## src/rtl/fwd_scoreboard_pkg.sv

```systemverilog
// Shared types and constants for the forwarding/hazard scoreboard.
// Entry fields are sized for the widest supported configuration so one struct serves every build.
package fwd_scoreboard_pkg;

    localparam int unsigned SB_NSTAGES = 5;
    localparam int unsigned SB_AW      = 5;
    localparam int unsigned SB_DW      = 32;

    // Upper bounds on register-address and ready-stage widths held in an entry.
    localparam int unsigned RD_MAX_W   = 8;
    localparam int unsigned RDY_MAX_W  = 8;

    // Forwarding select value meaning "take the register file".
    localparam int unsigned FWD_RF     = 0;

    typedef struct packed {
        logic                 valid;
        logic [RD_MAX_W-1:0]  rd;
        logic                 regwrite;
        logic [RDY_MAX_W-1:0] ready_at;
    } sb_entry_t;

    // Out-of-range ready stages are folded onto the last tracked stage.
    function automatic logic [RDY_MAX_W-1:0] clamp_ready(input int unsigned ready_at,
                                                         input int unsigned nstages);
        if (ready_at >= nstages) begin
            return RDY_MAX_W'(nstages - 1);
        end
        return RDY_MAX_W'(ready_at);
    endfunction

endpackage

```

## src/rtl/fwd_lookup.sv

```systemverilog
// Priority match of one decode source register against all in-flight entries.
// The youngest matching producer decides between forwarding and a hazard.
module fwd_lookup
    import fwd_scoreboard_pkg::*;
#(
    parameter int unsigned NSTAGES = SB_NSTAGES,
    parameter int unsigned AW      = SB_AW,
    parameter int unsigned DW      = SB_DW,
    parameter int unsigned SW      = $clog2(NSTAGES + 1)
) (
    input  sb_entry_t              entries_i [NSTAGES],
    input  logic [AW-1:0]          qry_i,
    input  logic [NSTAGES*DW-1:0]  stage_data_i,
    output logic [SW-1:0]          sel_o,
    output logic [DW-1:0]          data_o,
    output logic                   hazard_o
);

    logic found;

    always_comb begin
        sel_o    = SW'(FWD_RF);
        data_o   = '0;
        hazard_o = 1'b0;
        found    = 1'b0;
        for (int s = 0; s < int'(NSTAGES); s++) begin
            if (!found && entries_i[s].valid && entries_i[s].regwrite &&
                (entries_i[s].rd == RD_MAX_W'(qry_i)) && (qry_i != '0)) begin
                found = 1'b1;
                if (s >= int'(32'(entries_i[s].ready_at))) begin
                    sel_o  = SW'(s + 1);
                    data_o = stage_data_i[s*DW +: DW];
                end else begin
                    hazard_o = 1'b1;
                end
            end
        end
    end

endmodule

```

## src/rtl/fwd_scoreboard.sv

```systemverilog
// Depth-generic forwarding and load-use/multi-cycle hazard scoreboard for the decode stage.
// Entries shift one stage per cycle unconditionally; decode issue is blocked while a hazard exists.
module fwd_scoreboard
    import fwd_scoreboard_pkg::*;
#(
    parameter int unsigned NSTAGES = SB_NSTAGES,
    parameter int unsigned AW      = SB_AW,
    parameter int unsigned DW      = SB_DW,
    parameter int unsigned LW      = $clog2(NSTAGES),
    parameter int unsigned SW      = $clog2(NSTAGES + 1)
) (
    input  logic                  Clk,
    input  logic                  Reset,
    input  logic                  IssueValid,
    input  logic [AW-1:0]         IssueRd,
    input  logic                  IssueRegWrite,
    input  logic [LW-1:0]         IssueReadyAt,
    input  logic                  Flush,
    input  logic [AW-1:0]         QryRsA,
    input  logic [AW-1:0]         QryRsB,
    input  logic [NSTAGES*DW-1:0] StageData,
    output logic [SW-1:0]         FwdSelA,
    output logic [SW-1:0]         FwdSelB,
    output logic [DW-1:0]         FwdDataA,
    output logic [DW-1:0]         FwdDataB,
    output logic                  Stall,
    output logic [15:0]           StallCount
);

    sb_entry_t   entries_q [NSTAGES];
    sb_entry_t   entries_d [NSTAGES];
    logic [15:0] stall_cnt_q, stall_cnt_d;
    logic        hazard_a, hazard_b;
    logic        issue_accept;

    fwd_lookup #(
        .NSTAGES (NSTAGES),
        .AW      (AW),
        .DW      (DW),
        .SW      (SW)
    ) u_lookup_a (
        .entries_i    (entries_q),
        .qry_i        (QryRsA),
        .stage_data_i (StageData),
        .sel_o        (FwdSelA),
        .data_o       (FwdDataA),
        .hazard_o     (hazard_a)
    );

    fwd_lookup #(
        .NSTAGES (NSTAGES),
        .AW      (AW),
        .DW      (DW),
        .SW      (SW)
    ) u_lookup_b (
        .entries_i    (entries_q),
        .qry_i        (QryRsB),
        .stage_data_i (StageData),
        .sel_o        (FwdSelB),
        .data_o       (FwdDataB),
        .hazard_o     (hazard_b)
    );

    // A hazard only matters when there is an instruction trying to leave decode.
    assign Stall        = IssueValid && (hazard_a || hazard_b);
    assign issue_accept = IssueValid && !Stall && !Flush;

    always_comb begin
        entries_d[0] = '0;
        if (issue_accept) begin
            entries_d[0].valid    = 1'b1;
            entries_d[0].rd       = RD_MAX_W'(IssueRd);
            entries_d[0].regwrite = IssueRegWrite;
            entries_d[0].ready_at = clamp_ready(32'(IssueReadyAt), NSTAGES);
        end
        for (int s = 1; s < int'(NSTAGES); s++) begin
            entries_d[s] = entries_q[s-1];
        end
    end

    always_comb begin
        stall_cnt_d = stall_cnt_q;
        if (Stall && (stall_cnt_q != 16'hFFFF)) begin
            stall_cnt_d = stall_cnt_q + 16'd1;
        end
    end

    always_ff @(posedge Clk) begin
        if (Reset) begin
            for (int s = 0; s < int'(NSTAGES); s++) begin
                entries_q[s] <= '0;
            end
            stall_cnt_q <= '0;
        end else begin
            for (int s = 0; s < int'(NSTAGES); s++) begin
                entries_q[s] <= entries_d[s];
            end
            stall_cnt_q <= stall_cnt_d;
        end
    end

    assign StallCount = stall_cnt_q;

endmodule
```

## config.mk

```make
export PLATFORM = sky130hd
export DESIGN_NAME = fwd_scoreboard
export DESIGN_NICKNAME = d
export VERILOG_FILES = /design/src/rtl/fwd_scoreboard_pkg.sv /design/src/rtl/fwd_lookup.sv /design/src/rtl/fwd_scoreboard.sv
export SDC_FILE = /design/constraint.sdc
export NUM_CORES = 1
export LEC_CHECK = 0
export ABC_AREA = 0
export ABC_CLOCK_PERIOD_IN_PS = 9900
export CORE_MARGIN = 5
export CORE_UTILIZATION = 35
export CTS_CLUSTER_SIZE = 28
export DETAILED_ROUTE_END_ITERATION = 16
export PLACE_DENSITY_LB_ADDON = 0.1
export SLEW_MARGIN = 20
export SYNTH_ARGS = -nofsm -noshare
export SYNTH_HDL_FRONTEND = slang
export SYNTH_SLANG_ARGS = --single-unit
```

## constraint.sdc

```tcl
create_clock -name Clk -period 9.9 [get_ports Clk]
set_clock_uncertainty 0.15 [all_clocks]
set_input_delay 1.98 -clock Clk [delete_from_list [all_inputs] [get_ports Clk]]
set_output_delay 1.98 -clock Clk [all_outputs]
set_load 0.05 [all_outputs]
```

Word level (Yosys, flattened, before mapping)
Index checks and enable logic that the tools add are counted.
{ "classes": {"eq_ne": 11, "bitwise_logic": 1, "add_sub_neg": 1, "n_lt_le_gt_ge": 6, "n_mux": 70, "reduce_logical": 55} }
{ "ops": {"columns": ["op", "count"], "rows": [
  ["two-way mux 32 bit", 19],
  ["equality test 8 x 5 -> 1 bit", 10],
  ["two-way mux 3 bit", 17],
  ["logical AND 1 bit", 41],
  ["two-way mux 1 bit", 31],
  ["two-way mux 18 bit", 1],
  ["adder 16 x 1 -> 16 bit, second input constant", 1],
  ["two-way mux 8 bit", 2],
  ["!= test 16 bit, second input constant", 1],
  ["logical NOT 1 bit", 10],
  ["nonzero test 5 bit", 2],
  [">= comparator 1 x 3 -> 1 bit, first input constant", 2],
  [">= comparator 2 x 3 -> 1 bit, first input constant", 2],
  [">= comparator 3 bit, first input constant", 1],
  [">= comparator 3 bit, second input constant", 1],
  ["OR reduction 2 bit", 1],
  ["logical OR 1 bit", 1],
  ["NOT 1 bit", 1]
]} }
{ "word_totals": {"output_inout_bits": 87, "inputBits": 183, "elab_cells": 166, "register_bits": 81} }

Longest topological paths before layout
{ "logic_depth": {"ltp_word": 36, "ltp_mapped": 12, "mapped_depth_nobuf": 9} }

Hierarchy
Synthesis repeated with hierarchy kept, for this count alone.
{ "unflattened": {"hier_cells": 866, "area_unflattened_um2": 6966.7} }
{ "by_module_without_submodules": {"columns": ["mod", "n_inst", "area_each_um2", "cells_each", "seq_area_each_um2"], "rows": [
  ["fwd_lookup", 2, 2374.8, 328, 0.0],
  ["fwd_scoreboard", 1, 2217.1, 210, 1321.3]
]} }

Worst setup path after synthesis
No wires, ideal clock.
{ "synth_path": {"path_type": "input port to output port", "start": "input port QryRsB[1]", "end": "output port FwdDataB[11]", "cell_stages": 10, "n_path_buf": 4, "arrival_time_ns": 4.623, "setup_slack_ns": 3.147, "required_ns": 7.770, "cell_sequence": "buf_2 > nor3_2 > and2_4 > nor4_1 > or3b_1 > or3_1 > clkbuf_1 > clkbuf_1 > clkbuf_1 > o211ai_1"} }
{ "synth_via": {"elab_chain_cells": 28, "word_cells_on_any_way": 41, "classes_between": "5 x eq/ne; 13 x mux; 23 x reduce/logical"} }
{ "synth_rtl": {"columns": ["item", "line_no", "text"], "rows": [
  ["start: declaration", "fwd_scoreboard.sv:20", "input logic [AW-1:0] QryRsB,"],
  ["equality test 8 x 5 -> 1 bit", "fwd_lookup.sv:28", "(entries_i[s].rd == RD_MAX_W'(qry_i)) && (qry_i != '0)) begin"],
  ["logical AND 1 bit", "fwd_lookup.sv:27", "if (!found && entries_i[s].valid && entries_i[s].regwrite &&"],
  ["logical AND 1 bit", "fwd_lookup.sv:28", null],
  ["two-way mux 1 bit", "fwd_lookup.sv:27", null],
  ["logical NOT 1 bit", "fwd_lookup.sv:27", null],
  ["logical AND 1 bit (3 in series)", "fwd_lookup.sv:27", null],
  ["logical AND 1 bit", "fwd_lookup.sv:28", null],
  ["two-way mux 1 bit", "fwd_lookup.sv:27", null],
  ["[... 6 more ...]", null, null],
  ["logical NOT 1 bit", "fwd_lookup.sv:27", null],
  ["logical AND 1 bit (3 in series)", "fwd_lookup.sv:27", null],
  ["logical AND 1 bit", "fwd_lookup.sv:28", null],
  ["two-way mux 1 bit", "fwd_lookup.sv:27", null],
  ["logical NOT 1 bit", "fwd_lookup.sv:27", null],
  ["logical AND 1 bit (3 in series)", "fwd_lookup.sv:27", null],
  ["logical AND 1 bit", "fwd_lookup.sv:28", null],
  ["two-way mux 32 bit (*)", "fwd_lookup.sv:27", null],
  ["end: declaration", "fwd_scoreboard.sv:25", "output logic [DW-1:0] FwdDataB,"]
]} }
Mark *: on every way between the ends. The rest lies on a longest branch, timed or not.

Worst setup path in the final report
{ "layout_path": {"start": "input port QryRsA[2]", "end": "output port Stall"} }
{ "layout_via": {"elab_chain_cells": 30, "word_cells_on_any_way": 43, "classes_between": "5 x eq/ne; 13 x mux; 25 x reduce/logical"} }
{ "layout_rtl": {"columns": ["item", "line_no", "text"], "rows": [
  ["start: declaration", "fwd_scoreboard.sv:19", "input logic [AW-1:0] QryRsA,"],
  ["equality test 8 x 5 -> 1 bit", "fwd_lookup.sv:28", null],
  ["logical AND 1 bit", "fwd_lookup.sv:27", null],
  ["logical AND 1 bit", "fwd_lookup.sv:28", null],
  ["two-way mux 1 bit", "fwd_lookup.sv:27", null],
  ["logical NOT 1 bit", "fwd_lookup.sv:27", null],
  ["logical AND 1 bit (3 in series)", "fwd_lookup.sv:27", null],
  ["logical AND 1 bit", "fwd_lookup.sv:28", null],
  ["two-way mux 1 bit", "fwd_lookup.sv:27", null],
  ["[... 10 more ...]", null, null],
  ["logical AND 1 bit", "fwd_lookup.sv:28", null],
  ["two-way mux 1 bit", "fwd_lookup.sv:27", null],
  ["logical NOT 1 bit", "fwd_lookup.sv:27", null],
  ["logical AND 1 bit (3 in series)", "fwd_lookup.sv:27", null],
  ["logical AND 1 bit", "fwd_lookup.sv:28", null],
  ["two-way mux 1 bit (*)", "fwd_lookup.sv:27", null],
  ["logical OR 1 bit (*)", "fwd_scoreboard.sv:65", "assign Stall = IssueValid && (hazard_a || hazard_b);"],
  ["logical AND 1 bit (*)", "fwd_scoreboard.sv:65", null],
  ["end: declaration", "fwd_scoreboard.sv:26", "output logic Stall,"]
]} }
Marks and branches as above.

==> results.txt <==
Dividing the detail-routed wire length by the instance count gives 19.1 um. The pin count of the biggest net entering global routing came out at 65. Counting distinct cell types in the post-synthesis netlist gives 48. The initial antenna violation count is 1. The count of hold buffers inserted by post-cts repair is 0. The kind of start point of the critical path is an input pin. The met2 track demand over resource in global routing came out at 0.397.

The share of Yosys cell area claimed by the top area cell type is 0.252. In this run the tool buffered the top-level ports with 269 buffer cells. Yosys printed 0 warnings. The half-perimeter wire length after placement came out at around 16000 um.

The largest individual stage delay along the critical path comes from the cell sky130_fd_sc_hd__clkdlybuf4s50_1. The number of optimization iterations in the first detailed-route pass came out at 6. The number of instances in the placed design is ~1200. The region available for standard cell placement spans 14600 um^2. The worst-case vdd ir drop is about 190 uV. The synthesized instance count is ~760. The global routing's busiest layer is met2.

The top achievable clock speed is approximately 0.12 GHz. The path type of the worst min-delay path is reg2reg. The setup TNS after final layout came out at 0 ns.

The sequential standard cell area came out at 1320 um^2. The number of register bits inferred by synthesis is 66. The share of flip-flops with an asynchronous set or reset came out at 0. The final max-slew violation count is 0.

The clock drives 66 sinks. The filler cell count came out at roughly 1400. Headroom to the max-slew limit came out at 0.278.

The fraction of layout cells with a size suffix above 1 is 0.0447. In this run the clock root is driven by a sky130_fd_sc_hd__clkbuf_16. For this run, global-route usage on met3 was measured as 0.0397. The number of buffers and inverters on the critical path is 3. The final cell count without fillers came out at 1169. The top flip-flop cell by instance count after synthesis is sky130_fd_sc_hd__dfxtp_1. The worst slack at placement is 1.67 ns. The post-synth net total is ~940. In the routed layout, each cell is associated on average with a via count of roughly 5.5. The part of the cycle the worst path needs is 0.822.

The level count of the clock H-tree is 3. Walking the worst path, the cells encountered are clkdlybuf4s50_1 -> xnor2_1 -> nand4_1 -> nor4b_4 -> or3b_1 -> buf_4 -> a21oi_1 -> nor3_1 -> and3_1 -> nor2b_1 -> clkdlybuf4s50_1. The post-route DRC violation count is 0.

The TritonCTS clock tree is built. The final worst-path setup slack came out at roughly 1.8 ns. Setup violations remaining at the end of the flow were counted as 0. The first global-routing pass estimated approximately 34000 um of wire. The x dimension of the die came out at 132 um.

On the critical path the largest part of the delay comes from simple AND/OR/NAND/NOR gates. From bottom edge to top edge, the die measures around 130 um. Setup repair after global routing left no endpoint under its margin. After clock tree synthesis, the repair step resized 0 gates. The post-route minimum period is a little over 8 ns. The initial DRC count came out at 500. Of all nets on the critical path, the largest fanout is 29. The via count of the first global-routing pass is 5991. STA classifies the critical path endpoint as an output pin.

The number of standard-cell rows in the floorplan came out at between 40 and 50. Relative to the synthesized area, the layout overhead comes to 58.5%. After synthesis, the mean cell area works out to roughly 7 um^2. The critical path is of the in2out type. The detail route stage leaves a number of antenna-violating nets equal to 0.

The critical path's largest stage delay is about 0.74 ns. The final wirelength came out at about 22000 um. For this design the ratio of total power to cell area is around 90 nW/um^2. The cell taking the most area after synthesis is sky130_fd_sc_hd__dfxtp_1. The footprint of the multi-input gates is roughly 3600 um^2. Routability-driven placement finished with a final weighted congestion of roughly 0.86.

By instance count, the cell type seen most on the critical path is sky130_fd_sc_hd__clkdlybuf4s50_1. The worst setup slack for register-to-register paths came out at 6.22 ns. After clock tree synthesis, the clock-pin slew on the worst setup and hold paths is 0.05 ns.

The number of hold violations in the final report came out at 0. Summed over all cells, the static leakage comes to between 3 and 4 nW. The clock buffer count from CTS came out at 9. In this run the deepest clock path goes through 2 buffers.

Global routing finished with a remaining overflow of 0. In this run, synthesis inferred 0 flip-flops with an integrated enable. For the worst setup path, the data arrival time is approximately 6 ns. Buffers added to address setup during post-CTS repair amount to 0. The starting utilization of the core area is 0.359. The number of ports placed on the die boundary came out at between 200 and 300.

The met1 demand-to-capacity share in global routing is 0.303. In the final design database the tool counted approximately 1200 nets. The required arrival time at the worst endpoint is approximately 8 ns. The full die area is approximately 18000 um^2. The overall fraction of global-route tracks in use is 0.239. After synthesis, the cell types taking the most area are sky130_fd_sc_hd__dfxtp_1 (25%), sky130_fd_sc_hd__nand2_1 (14%), sky130_fd_sc_hd__o21ai_0 (6.4%).

The run finished with clean final reports. For the worst-skew pair, the clock arrives at the later sink with an insertion delay of between 0.3 and 0.4 ns. Max-cap violations in this run came to 0.

The total number of vias is roughly 6400. The proportion of synthesized chip area in sequential cells is 0.252. The transition at the pin with the smallest max-transition slack is roughly 1.1 ns.

The total standard cell area after synthesis is 5240 um^2.
cell type report:
type	instances	share of cell area
antenna	1	0.000301
tap	184	0.0277
sequential	66	0.159
timing repair buffer	276	0.330
multi-input combinational	621	0.438
clock buffer	10	0.0288
clock inverter	6	0.0137
inverter	5	0.00226
final timing paths:
check                                         startpoint                        to  depth (start not counted)
worst max-delay path                           QryRsA[2]                     Stall                         11
worst min-delay path             entries_d[1]$_SDFF_PP0_   entries_q[1]$_SDFF_PP0_                          1
worst max register to register  entries_d[64]$_SDFF_PP0_  entries_d[55]$_SDFF_PP0_                         10
worst min register to register   entries_d[1]$_SDFF_PP0_   entries_q[1]$_SDFF_PP0_                          1
report_power, final:
group	total (mW)	internal (mW)	switching, mW
registers	0.270	0.268	0.00221
logic	0.112	0.0736	0.0385
clock network	0.368	0.253	0.115
total	0.751	0.595	0.156
cell usage after synthesis, drive strengths merged, types with 20 or more instances:
library cell	instances
xnor2	20
a22oi	26
clkbuf	52
nand2	195
o21ai	67
nor2	31
o211ai	30
nor2b	45
a21oi	24
o2111ai	27
xor2	30
dfxtp	66
state kept, by name, summed over array words and instances (netlist names):
| signal | count |
|---|---|
| StallCount | 16 |
| entries_d | 40 |
| entries_q | 10 |
layout by cell type (no fill, tap or decap), types with 7 or more instances in the layout:
cell / count
sky130_fd_sc_hd__nand4_1: 15
sky130_fd_sc_hd__nor4_1: 8
sky130_fd_sc_hd__and3_1: 7
sky130_fd_sc_hd__buf_4: 7
sky130_fd_sc_hd__a21oi_1: 23
sky130_fd_sc_hd__xnor2_1: 20
sky130_fd_sc_hd__and2_1: 13
sky130_fd_sc_hd__clkbuf_16: 9
sky130_fd_sc_hd__mux2_2: 7
sky130_fd_sc_hd__xor2_1: 30
sky130_fd_sc_hd__nand3_1: 13
sky130_fd_sc_hd__o211ai_1: 30
sky130_fd_sc_hd__nor2_1: 31
sky130_fd_sc_hd__nor2b_1: 45
sky130_fd_sc_hd__o2111ai_1: 27
sky130_fd_sc_hd__clkdlybuf4s50_1: 268
sky130_fd_sc_hd__dfxtp_1: 66
sky130_fd_sc_hd__o21ai_0: 67
sky130_fd_sc_hd__nand2_1: 195
sky130_fd_sc_hd__a22oi_1: 26
sky130_fd_sc_hd__a222oi_1: 7
sky130_fd_sc_hd__or3_1: 11
cell families after synthesis:
logic type / count (synthesis) / synth area share
buffers and inverters: 72 / 0.0602
AOI/OAI and AO/OA: 195 / 0.246
DFF: 66 / 0.252
muxes: 7 / 0.0151
and+or+nand+nor: 368 / 0.341
adders and majority gates: 1 / 0.00239
xor gates and xnor gates: 50 / 0.0836
layer usage:
| metal | share of wire | wire length, um | vias up |
|---|---|---|---|
| met2 | 0.49 | 10800 | 279 |
| li1 | - | - | 3134 |
| met5 | 0 | 0 | - |
| met3 | 0.069 | 1550 | 42 |
| met1 | 0.41 | 9170 | 2952 |
| met4 | 0.035 | 773 | 0 |
per-stage QoR:
stage	hold slack, ns	power, mW	instance area (um^2)	utilization
after floorplan	0.264	0.304	5240	-
after global placement	0.268	0.386	7940	0.544
after detailed placement	0.272	0.387	7940	0.544
after CTS	0.283	0.758	8290	0.568
after global routing	0.294	0.778	8300	0.569
final	0.282	0.751	8300	0.569
No activity file was read; power rests on OpenSTA's default activity.
